[config.mk]
export PLATFORM = sky130hd
export DESIGN_NAME = fetch_stage
export DESIGN_NICKNAME = d
export VERILOG_FILES = /design/src/rtl/fetch_pkg.sv /design/src/rtl/sat_counter16.sv /design/src/rtl/fetch_stage.sv
export SDC_FILE = /design/constraint.sdc
export NUM_CORES = 1
export LEC_CHECK = 0
export BUFFER_PORTS_ARGS = -buffer_cell sky130_fd_sc_hd__buf_4
export CELL_PAD_IN_SITES_DETAIL_PLACEMENT = 0
export CELL_PAD_IN_SITES_GLOBAL_PLACEMENT = 1
export CORE_ASPECT_RATIO = 1.25
export CORE_MARGIN = 4
export CORE_UTILIZATION = 30
export DETAILED_ROUTE_END_ITERATION = 10
export PLACE_DENSITY = 0.84
export SLEW_MARGIN = 20
export SYNTH_ARGS = -nofsm -noshare
export SYNTH_HDL_FRONTEND = slang
export SYNTH_SLANG_ARGS = --single-unit
[constraint.sdc]
create_clock -name clk -period 2.96 [get_ports clk]
set_input_delay 0.592 -clock clk [delete_from_list [all_inputs] [get_ports clk]]
set_output_delay 0.592 -clock clk [all_outputs]
set_load 0.03 [all_outputs]
[src/rtl/fetch_pkg.sv]
// Shared constants and FSM state type for the instruction fetch stage.
package fetch_pkg;

    localparam logic [31:0] DEFAULT_RESET_PC   = 32'h0000_3000;
    localparam logic [31:0] DEFAULT_HALT_INSTR = 32'h0000_000C;
    localparam logic [31:0] NOP_INSTR          = 32'h0000_0000;
    localparam logic [15:0] CNT_MAX            = 16'hFFFF;

    typedef enum logic [1:0] {
        BOOT = 2'd0,
        RUN  = 2'd1,
        HALT = 2'd2
    } state_t;

endpackage

[src/rtl/sat_counter16.sv]
// 16-bit event counter that sticks at its maximum instead of wrapping; async active-low clear.
module sat_counter16
    import fetch_pkg::*;
(
    input  logic        clk,
    input  logic        rst_n,
    input  logic        en,
    output logic [15:0] count
);

    always_ff @(posedge clk or negedge rst_n) begin
        if (!rst_n) begin
            count <= 16'h0000;
        end else if (en && (count != CNT_MAX)) begin
            count <= count + 16'd1;
        end
    end

endmodule

[src/rtl/fetch_stage.sv]
// Instruction fetch stage: PC register, IF/ID pipeline register, halt FSM.
// Define FETCH_STATS_EN to build the fetch/flush/stall statistics counters.
module fetch_stage
    import fetch_pkg::*;
#(
    parameter logic [31:0] RESET_PC   = DEFAULT_RESET_PC,
    parameter logic [31:0] HALT_INSTR = DEFAULT_HALT_INSTR
)
(
    input  logic        clk,
    input  logic        rst_n,
    input  logic        pcen,
    input  logic        pcclear,
    input  logic [31:0] newpc,
    input  logic [31:0] imem_rdata,
    output logic [31:0] pc,
    output logic [31:0] imem_addr,
    output logic [31:0] ifid_pc,
    output logic [31:0] ifid_instr,
    output logic        ifid_valid,
    output logic        halted,
    output logic        misalign,
    output logic [15:0] fetchcnt,
    output logic [15:0] flushcnt,
    output logic [15:0] stallcnt
);

    state_t state;
    state_t nextstate;
    logic   haltdet;

    // The halting cycle freezes everything so the halt word stays visible for one HALT cycle.
    assign haltdet   = (state == RUN) && ifid_valid && (ifid_instr == HALT_INSTR);
    assign imem_addr = pc;
    assign halted    = (state == HALT);

    always_ff @(posedge clk or negedge rst_n) begin
        if (!rst_n) begin
            state <= BOOT;
        end else begin
            state <= nextstate;
        end
    end

    always_comb begin
        nextstate = state;
        case (state)
            BOOT:    nextstate = RUN;
            RUN:     if (haltdet) nextstate = HALT;
            HALT:    nextstate = HALT;
            default: nextstate = BOOT;
        endcase
    end

    always_ff @(posedge clk or negedge rst_n) begin
        if (!rst_n) begin
            pc         <= RESET_PC;
            ifid_pc    <= 32'h0;
            ifid_instr <= NOP_INSTR;
            ifid_valid <= 1'b0;
            misalign   <= 1'b0;
        end else if (state == RUN) begin
            if (!haltdet) begin
                if (pcen) begin
                    pc <= newpc;
                    if (newpc[1:0] != 2'b00) begin
                        misalign <= 1'b1;
                    end
                end
                // Flush wins over stall: a redirect always squashes the fetched word.
                if (pcclear) begin
                    ifid_pc    <= 32'h0;
                    ifid_instr <= NOP_INSTR;
                    ifid_valid <= 1'b0;
                end else if (pcen) begin
                    ifid_pc    <= pc;
                    ifid_instr <= imem_rdata;
                    ifid_valid <= 1'b1;
                end
            end
        end else begin
            ifid_pc    <= 32'h0;
            ifid_instr <= NOP_INSTR;
            ifid_valid <= 1'b0;
        end
    end

`ifdef FETCH_STATS_EN
    logic run;
    logic fetchen;
    logic flushen;
    logic stallen;

    assign run     = (state == RUN) && !haltdet;
    assign fetchen = run && pcen && !pcclear;
    assign flushen = run && pcclear;
    assign stallen = run && !pcen && !pcclear;

    sat_counter16 u_fetchcnt (.clk(clk), .rst_n(rst_n), .en(fetchen), .count(fetchcnt));
    sat_counter16 u_flushcnt (.clk(clk), .rst_n(rst_n), .en(flushen), .count(flushcnt));
    sat_counter16 u_stallcnt (.clk(clk), .rst_n(rst_n), .en(stallen), .count(stallcnt));
`else
    assign fetchcnt = 16'h0000;
    assign flushcnt = 16'h0000;
    assign stallcnt = 16'h0000;
`endif

endmodule

# ---- Word level (Yosys, flattened, before mapping)
# Cells that the tools add are included.
dict set report word_totals {
  register_bits 100
  output_inout_bits 179
  wordCells 34
}
dict set report classes {
  n_eq_ne 6
  n_mux 14
  bitwise_logic 1
  reduce_logical 7
}
# op n
set ops {}
lappend ops {{two-way mux 32 bit} 8}
lappend ops {{equality test 32 x 4 -> 1 bit (second input constant)} 1}
lappend ops {{one-hot mux 2 bit (3 select lines)} 1}
lappend ops {{two-way mux 1 bit} 4}
lappend ops {{inequality test 2 bit (second input constant)} 2}
lappend ops {{AND reduction 4 bit} 1}
lappend ops {{inequality test 3 bit (second input constant)} 1}
lappend ops {{AND reduction 3 bit} 1}
lappend ops {{equality test 2 x 1 -> 1 bit (second input constant)} 1}
lappend ops {{equality test 2 bit (second input constant)} 1}
lappend ops {{logical AND 1 bit} 2}
lappend ops {{logical NOT 2 bit} 1}
lappend ops {{two-way mux 2 bit} 1}
lappend ops {{AND reduction 2 bit} 1}
lappend ops {{nonzero test 2 bit} 1}
lappend ops {{inverter 1 bit} 1}

# ---- Longest topological paths before layout
# Gate-level depths: netlist of run 1.
dict set report logic_depth {
  ltp_word 5
  ltp_mapped 10
  mapped_depth_nobuf 7
}

# ---- Worst setup path after synthesis of run 1
# OpenSTA, ideal clock, no wires.
dict set report synth_timing {
  path_kind {register -> register}
  start {register state[1]}
  end {register pc[0], in the netlist imem_addr[0]}
  setup_time_ns 0.125
  t_arrival_ns 2.098
  t_required_ns 2.835
  slack_ns 0.737
  stages_incl_launch_ff 11
  path_buffers 3
  period_less_slack_ns 2.223
  path_cell_list {dfrtp_1 > inv_1 > ha_1 > and4bb_2 > nand4_1 > or3_1 > buf_6 > and3_4 > buf_6 > buf_12 > mux2_4}
}
dict set report synth_via {
  elab_chain_cells 5
}
# element line_no
set synth_rtl {}
lappend synth_rtl {{start, declared} fetch_stage.sv:28} ;# state_t state;
lappend synth_rtl {{start signal, assigned} fetch_stage.sv:41} ;# state <= nextstate;
lappend synth_rtl {{equality test 2 x 1 -> 1 bit *} {fetch_stage.sv:33, fetch_stage.sv:62}}
lappend synth_rtl {{logical AND 1 bit (2 in a row)} fetch_stage.sv:33} ;# assign haltdet = (state == RUN) && ifid_valid && (ifid_instr == HALT_INSTR);
lappend synth_rtl {{inverter 1 bit (no line)} -}
lappend synth_rtl {{AND reduction 3 bit (no line) *} -}
lappend synth_rtl {{end signal, assigned} fetch_stage.sv:65} ;# pc <= newpc;
lappend synth_rtl {{end, declared} fetch_stage.sv:16} ;# output logic [31:0] pc,
# Every way passes the cells marked *; elsewhere a longest branch is shown, timed or not.
# A chain may end at the register's enable or synchronous reset.

# ---- Final worst setup path of run 1
dict set report layout_timing {
  start {register state[0]}
  end {register pc[2], in the netlist imem_addr[2]}
}
# The elaborated chain is that of the path after synthesis.

==> flow_summary.json, run 1 <==
{
  "die_h_microns": 146,
  "clkPwrFrac": 0.210,
  "slowest_delay_ns": 0.68,
  "combPwrFrac": 0.457,
  "fin_ws_ns": 0.441,
  "vias": 3047,
  "grt_pass1_wl_microns": 17700,
  "dr.pass1.iters": 4,
  "worst_slew_pin_slew_ns": 1.02,
  "synth_seq_cells": 100,
  "area_growth_syn_to_layout_pct": 32.4,
  "synth-seq-area-share": 0.546,
  "regToRegSetupSlack_ns": 0.44,
  "antenna_found_initial": 0,
  "status": "completed",
  "timing.final.crit_period_ns": 2.52,
  "synth_cells": 328,
  "final_cell_mix": "201 x buf_4, 98 x dfrtp_1, 61 x a22o_1",
  "r2r_start": "state[0]$_DFFE_PN0P_",
  "crit_fanout": 32,
  "num_antenna_cells": 0,
  "swShare": 0.408,
  "htreeDepth": 3,
  "synth_top_cell_area_share": 0.535,
  "final_common_cell": "buf_4",
  "ctsHoldBuffers": 0,
  "antenna_left": 0,
  "p_seq_frac": 0.333,
  "track_usage": 0.128,
  "cpLargestDelayFamily": "simple AND/OR/NAND/NOR gates",
  "cts_sinks": 100,
  "grt_overflow": 0,
  "crit_required_ns": 3.18,
  "drt-initial-drc-count": 124,
  "synth_area_sq_um": 4590,
  "hold_ws_ns": 0.270,
  "vias_per_cell": 4.51,
  "relSlewSlack": 0.319,
  "cts_resized": 0,
  "ys_warn_count": 0,
  "drv_cap": 0,
  "fin_setup_tns_ns": 0,
  "worstSkewPairLatency_ns": 0.34,
  "skew_ns": 0.0123,
  "path_class": "reg -> reg",
  "cts-root-buf": "clkbuf_16",
  "dieArea_sq_um": 17300,
  "clk_pin_slew_ns": 0.07,
  "final_cells": 676,
  "placed_cell_area_sq_um": 5730,
  "hold_class": "in -> async",
  "p_int_mw": 3.61,
  "rows": 50,
  "startpoint_type": "flip-flop",
  "clock_path_buffers": 2,
  "nets": 560,
  "port_buffers": 198,
  "vdd_drop_max_mv": 0.309,
  "grt_max_degree": 52,
  "slowest_stage": "and3_4",
  "drive_gt1_frac": 0.530,
  "utilization": 0.404,
  "fin_area_sq_um": 6070,
  "drc": 0,
  "synth_area_leader_cell": "dfrtp_1",
  "initial_core_util": 0.305,
  "setup_viol": 0,
  "place_inst": 660,
  "io_pins": 247,
  "post-place-ws_ns": 0.446,
  "routed_wl_microns": 11300,
  "p_per_area_nw_per_um2": 1010,
  "post_cts_buffers": 0,
  "crit_arrival_ns": 2.73,
  "rr_worst_depth": 6,
  "leakagePower_nw": 3.17,
  "yosys.cell_types.count": 31,
  "end_kind": "flip-flop",
  "dpl.hpwl_microns": 8240,
  "numCtsBuffers": 9,
  "rsz0062_at_grt": "no",
  "p_sw_mw": 2.49,
  "hold_viol": 0,
  "r2r_end": "imem_addr[2]$_DFFE_PN0P_",
  "grt_pass1_vias": 3179,
  "ys_top_cells_by_area": "dfrtp_1 53%, buf_4 13%, a22o_1 12%",
  "tritoncts": "built",
  "fin_total_pwr_mw": 6.11,
  "fmax_ghz": 0.397,
  "path_cells": "ha_1 -> and4bb_2 -> nand4_1 -> or3_1 -> and3_4 -> mux2_2",
  "synth.avg_cell_area_sq_um": 14.0,
  "wire_per_inst_microns": 16.7,
  "core_area_sq_um": 15000,
  "slew_violations": 0,
  "place.gp.congestion": 0.733,
  "post-route-period-util": 0.851,
  "die_w_microns": 119,
  "worst-path-buf-inv": 0
}
## worst max-delay path by stage
| stage | startpoint | to | depth (start not counted) |
|---|---|---|---|
| 5_1_grt | state[1]$_DFFE_PN0P_ | imem_addr[2]$_DFFE_PN0P_ | 7 |
| 4_1_cts | state[1]$_DFFE_PN0P_ | imem_addr[2]$_DFFE_PN0P_ | 7 |
| 2_1_floorplan | state[1]$_DFFE_PN0P_ | imem_addr[0]$_DFFE_PN0P_ | 10 |
| 3_3_place_gp | state[1]$_DFFE_PN0P_ | imem_addr[2]$_DFFE_PN0P_ | 7 |
| 3_5_place_dp | state[1]$_DFFE_PN0P_ | imem_addr[2]$_DFFE_PN0P_ | 7 |
| 6_report | state[0]$_DFFE_PN0P_ | imem_addr[2]$_DFFE_PN0P_ | 6 |
## cells in the mapped netlist (all sizes together)
cell and n:
o2111ai 1, or3 1, nand2b 2, nor2 3, nand2 2, o21ai 3, inv 2, and3 1
clkbuf 3, a21oi 1, nor4bb 1, buf 96, and4bb 1, mux2 34, nor4 6, dfstp 2
dfrtp 98, nand4 1, nand3 1, mux2i 2, conb 1, a22o 62, ha 3, and4b 1
## kinds of logic (layout without fill, tap and decap cells)
family                     count (synthesis)  after routing  synth area share
other                                      1             48          0.000818
DFF                                      100            100             0.546
and+or+nand+nor                           20             20            0.0314
AOI/OAI and AO/OA                         67             67             0.125
adders and majority gates                  3              3           0.00819
muxes                                     36             36             0.112
buffers and inverters                    101            220             0.176
## sequential cells by signal (all words and copies together), names as in the netlist
| register | flops |
|---|---|
| ifid_pc | 32 |
| state | 2 |
| ifid_instr | 32 |
| imem_addr | 32 |
| ifid_valid | 1 |
| misalign | 1 |
## layer usage
| layer | global-route usage | share of wire |
|---|---|---|
| met5 | 0 | 0 |
| met4 | 0.0383 | 0.011 |
| met3 | 0.0477 | 0.095 |
| met2 | 0.214 | 0.49 |
| met1 | 0.155 | 0.41 |
## layout make-up
class / instances / area, sq um
Clock buffer: 11 / 253
Clock inverter: 5 / 83.8
Tap cell: 182 / 228
Sequential cell: 100 / 2500
Multi-Input combinational cell: 174 / 1460
Timing Repair Buffer: 202 / 1530
Inverter: 2 / 7.51
Fill cell: 1423 / 8940
## power groups by stage
stage / combinational, mW / sequential, mW / clock [mW]
detailed placement: 2.82 / 2.06 / 0
CTS: 2.82 / 2.04 / 1.33
global route: 2.91 / 2.09 / 1.38
finish: 2.79 / 2.03 / 1.29
floorplan: 1.61 / 2.54 / 0
global placement: 2.79 / 2.04 / 0
No activity file was read; power rests on OpenSTA's default activity.
==> inputs of run 2 (changes only) <==
--- a/config.mk
+++ b/config.mk
@@ -9,7 +9,7 @@
 export CELL_PAD_IN_SITES_DETAIL_PLACEMENT = 0
 export CELL_PAD_IN_SITES_GLOBAL_PLACEMENT = 1
 export CORE_ASPECT_RATIO = 1.25
-export CORE_MARGIN = 4
+export CORE_MARGIN = 2
 export CORE_UTILIZATION = 30
 export DETAILED_ROUTE_END_ITERATION = 10
 export PLACE_DENSITY = 0.84
==> flow_summary.json, run 2 (same netlist as run 1, synthesis figures left out) <==
{
  "skew_ns": 0.0119,
  "relSlewSlack": 0.319,
  "worst_slew_pin_slew_ns": 1.02,
  "timing.final.crit_period_ns": 2.58,
  "dpl.hpwl_microns": 8040,
  "startpoint_type": "flip-flop",
  "grt_max_degree": 53,
  "worstSkewPairLatency_ns": 0.34,
  "slew_violations": 0,
  "grt_pass1_wl_microns": 16900,
  "post_cts_buffers": 0,
  "numCtsBuffers": 9,
  "rsz0062_at_grt": "no",
  "path_cells": "inv_1 -> ha_1 -> and4bb_2 -> nand4_1 -> or3_1 -> and4b_2 -> buf_12 -> a22o_1",
  "final_common_cell": "buf_4",
  "vias": 3092,
  "place.gp.congestion": 0.755,
  "io_pins": 247,
  "drc": 0,
  "area_growth_syn_to_layout_pct": 31.7,
  "grt_pass1_vias": 3054,
  "p_per_area_nw_per_um2": 987,
  "status": "completed",
  "setup_viol": 0,
  "post-route-period-util": 0.873,
  "antenna_found_initial": 0,
  "path_class": "reg -> reg",
  "cts_sinks": 100,
  "routed_wl_microns": 10900,
  "drive_gt1_frac": 0.532,
  "antenna_left": 0,
  "cts_resized": 0,
  "end_kind": "flip-flop",
  "drt-initial-drc-count": 185,
  "leakagePower_nw": 3.16,
  "tritoncts": "built",
  "final_cell_mix": "202 x buf_4, 98 x dfrtp_1, 61 x a22o_1",
  "num_antenna_cells": 0,
  "hold_viol": 0,
  "htreeDepth": 3,
  "crit_arrival_ns": 2.80,
  "clock_path_buffers": 2,
  "rows": 50,
  "clk_pin_slew_ns": 0.07,
  "fmax_ghz": 0.387,
  "fin_setup_tns_ns": 0,
  "fin_total_pwr_mw": 5.96,
  "ctsHoldBuffers": 0,
  "vdd_drop_max_mv": 0.253,
  "dieArea_sq_um": 16300,
  "die_h_microns": 142,
  "wire_per_inst_microns": 16.1,
  "crit_fanout": 32,
  "crit_required_ns": 3.18,
  "port_buffers": 198,
  "die_w_microns": 115,
  "initial_core_util": 0.307,
  "nets": 562,
  "vias_per_cell": 4.56,
  "hold_ws_ns": 0.259,
  "dr.pass1.iters": 4,
  "drv_cap": 0,
  "track_usage": 0.133,
  "worst-path-buf-inv": 2,
  "cts-root-buf": "clkbuf_16",
  "cpLargestDelayFamily": "simple AND/OR/NAND/NOR gates",
  "slowest_stage": "and4b_2",
  "grt_overflow": 0,
  "slowest_delay_ns": 0.53,
  "hold_class": "in -> async",
  "core_area_sq_um": 15000
}
## run 2: power breakdown
group | switching [mW] | internal [mW] | total [mW]
sequential | 0.357 | 1.68 | 2.04
combinational | 1.64 | 1.15 | 2.78
clock | 0.531 | 0.601 | 1.13
total | 2.53 | 3.43 | 5.96
## run 2: per-layer routing
| metal | vias up | GRT usage | wire length (microns) |
|---|---|---|---|
| met5 | - | 0 | 0 |
| met4 | 0 | 0.0366 | 114 |
| met3 | 5 | 0.0371 | 865 |
| met2 | 174 | 0.227 | 5550 |
| met1 | 1541 | 0.165 | 4360 |
| li1 | 1372 | - | - |
## run 2: area by class of cell
class	count	area [sq um]
fill	1393	8910
tap	182	228
inverter	2	7.51
clock inverter	6	46.3
multi-input combinational	174	1460
clock buffer	10	239
sequential	100	2500
timing repair buffer	204	1560
## run 2: path summary, 6_finish.rpt
kind,from,end,slack [ns],cells past startpoint
min in group clk,imem_rdata[15],ifid_instr[15]$_DFFE_PN0P_,0.46,2
max in group asynchronous,rst_n,imem_addr[13]$_DFFE_PN1P_,1.95,2
min reg2reg,misalign$_DFFE_PN0P_,misalign$_DFFE_PN0P_,0.49,1
min,rst_n,ifid_pc[26]$_DFFE_PN0P_,0.26,1
max reg2reg,state[1]$_DFFE_PN0P_,ifid_pc[18]$_DFFE_PN0P_,0.38,8
max,state[1]$_DFFE_PN0P_,ifid_pc[18]$_DFFE_PN0P_,0.38,8
## run 2: through the flow
| step | cell area, sq um | cells | util | setup slack (ns) |
|---|---|---|---|---|
| after floorplan | 4760 | 375 | - | 0.737 |
| after global placement | 5750 | 662 | 0.385 | 0.437 |
| after detailed placement | 5750 | 662 | 0.385 | 0.358 |
| after CTS | 6040 | 678 | 0.404 | 0.351 |
| after global routing | 6040 | 678 | 0.404 | 0.165 |
| final | 6040 | 678 | 0.404 | 0.377 |
==> inputs of run 3 (changes only) <==
--- a/config.mk
+++ b/config.mk
@@ -8,7 +8,7 @@
 export BUFFER_PORTS_ARGS = -buffer_cell sky130_fd_sc_hd__buf_4
 export CELL_PAD_IN_SITES_DETAIL_PLACEMENT = 0
 export CELL_PAD_IN_SITES_GLOBAL_PLACEMENT = 1
-export CORE_ASPECT_RATIO = 1.25
+export CORE_ASPECT_RATIO = 0.8
 export CORE_MARGIN = 2
 export CORE_UTILIZATION = 30
 export DETAILED_ROUTE_END_ITERATION = 10
==> flow_summary.json, run 3 (same netlist as run 1, synthesis figures left out) <==
{
  "grt_overflow": 0,
  "vdd_drop_max_mv": 0.393,
  "fmax_ghz": 0.390,
  "timing.final.crit_period_ns": 2.57,
  "crit_required_ns": 3.20,
  "cts_resized": 0,
  "p_sw_mw": 2.50,
  "io_pins": 247,
  "post_cts_buffers": 0,
  "clk_pin_slew_ns": 0.07,
  "vias_per_cell": 4.52,
  "leakagePower_nw": 3.15,
  "cts_sinks": 100,
  "slowest_stage": "nor4_1",
  "rsz0062_at_grt": "no",
  "ctsHoldBuffers": 0,
  "numCtsBuffers": 9,
  "crit_fanout": 49,
  "slowest_delay_ns": 0.54,
  "antenna_left": 0,
  "drv_cap": 0,
  "clkPwrFrac": 0.206,
  "combPwrFrac": 0.460,
  "rr_worst_depth": 6,
  "initial_core_util": 0.306,
  "skew_ns": 0.00861,
  "tritoncts": "built",
  "final_cell_mix": "201 x buf_4, 98 x dfrtp_1, 61 x a22o_1",
  "multi_input_area_sq_um": 1460,
  "fin_area_sq_um": 6060,
  "r2r_start": "ifid_instr[22]$_DFFE_PN0P_",
  "grt_pass1_vias": 2945,
  "track_usage": 0.136,
  "swShare": 0.413,
  "routed_wl_microns": 11200,
  "worst-path-buf-inv": 1,
  "crit_arrival_ns": 2.80,
  "port_buffers": 198,
  "wire_per_inst_microns": 16.5,
  "final_common_cell": "buf_4",
  "status": "completed",
  "path_class": "reg -> reg",
  "htreeDepth": 3,
  "hold_class": "in -> async",
  "setup_viol": 0,
  "worst_slew_pin_slew_ns": 0.859,
  "grt_max_degree": 50,
  "dieArea_sq_um": 16300,
  "regToRegSetupSlack_ns": 0.39,
  "utilization": 0.405,
  "drc": 0,
  "final_cells": 682,
  "core_area_sq_um": 15000,
  "antenna_found_initial": 0,
  "drt-initial-drc-count": 131,
  "p_int_mw": 3.56,
  "cts-root-buf": "clkbuf_16",
  "startpoint_type": "flip-flop",
  "path_cells": "nor4_1 -> nand4_1 -> or3_1 -> and4b_2 -> buf_12 -> a22o_2",
  "place.gp.congestion": 0.806,
  "die_h_microns": 115,
  "nets": 560,
  "seq_area_sq_um": 2500,
  "slew_violations": 0,
  "p_per_area_nw_per_um2": 1000,
  "clock_path_buffers": 2,
  "num-fill-cells": 1420,
  "vias": 3083,
  "fin_setup_tns_ns": 0,
  "hold_viol": 0,
  "place_inst": 667,
  "relSlewSlack": 0.425,
  "fin_ws_ns": 0.395,
  "dpl.hpwl_microns": 8370,
  "area_growth_syn_to_layout_pct": 32.1,
  "num_antenna_cells": 0,
  "placed_cell_area_sq_um": 5740,
  "p_seq_frac": 0.334,
  "post-route-period-util": 0.867,
  "dr.pass1.iters": 4,
  "end_kind": "flip-flop",
  "rows": 40,
  "cpLargestDelayFamily": "simple AND/OR/NAND/NOR gates",
  "drive_gt1_frac": 0.529,
  "post-place-ws_ns": 0.332,
  "die_w_microns": 142,
  "r2r_end": "ifid_instr[14]$_DFFE_PN0P_",
  "grt_pass1_wl_microns": 16600,
  "worstSkewPairLatency_ns": 0.35
}
[run 3: changes by cell type in the layout (fill, tap and decap cells not counted), sizes merged]
cell    change
inv         -2
buf         -2
clkbuf      -1
bufinv      +2
[run 3: worst max-delay path by stage]
stage / endpoint / start / depth (start not counted)
after global placement: ifid_instr[14]$_DFFE_PN0P_ / ifid_instr[22]$_DFFE_PN0P_ / 6
final: ifid_instr[14]$_DFFE_PN0P_ / ifid_instr[22]$_DFFE_PN0P_ / 6
after global routing: ifid_instr[26]$_DFFE_PN0P_ / ifid_instr[29]$_DFFE_PN0P_ / 6
after detailed placement: ifid_instr[18]$_DFFE_PN0P_ / ifid_instr[29]$_DFFE_PN0P_ / 6
after CTS: ifid_instr[18]$_DFFE_PN0P_ / ifid_instr[22]$_DFFE_PN0P_ / 6
after floorplan: imem_addr[0]$_DFFE_PN0P_ / state[1]$_DFFE_PN0P_ / 10
[run 3: layout make-up]
type / instances / area share
well taps: 189 / 0.0390
inverters: 2 / 0.00124
repair buffers: 202 / 0.252
multi-input cells: 174 / 0.242
clock inverters: 6 / 0.0147
flip-flops and latches: 100 / 0.414
clock buffers: 9 / 0.0372
[run 3: through the flow]
| step | hold WS [ns] | power, mW |
|---|---|---|
| 4_1_cts | 0.0322 | 6.15 |
| 3_5_place_dp | 0.417 | 4.87 |
| 2_1_floorplan | 0.296 | 4.15 |
| 6_report | 0.0519 | 6.07 |
| 3_3_place_gp | 0.414 | 4.83 |
| 5_1_grt | 0.0315 | 6.35 |
[run 3: power groups by stage]
stage	Clock, mW	Sequential, mW	Combinational (mW)
6_report	1.25	2.03	2.79
5_1_grt	1.34	2.08	2.93
4_1_cts	1.30	2.03	2.82
3_5_place_dp	0	2.06	2.81
3_3_place_gp	0	2.04	2.79
2_1_floorplan	0	2.54	1.61
[run 3: per-layer routing]
metal,track usage,wire [microns],vias to the layer above
li1,-,-,1377
met1,0.169,4800,1540
met2,0.217,5390,154
met3,0.0527,931,12
met4,0.0447,103,0
met5,0,0,-
[run 3: worst register-to-register path, delay by kind of cell, from the launching register on]
family | cells | cell delay (ns)
and+or+nand+nor | 4 | 1.59
AOI/OAI and AO/OA | 1 | 0.24
DFF | 1 | 0.40
buffers and inverters | 1 | 0.23
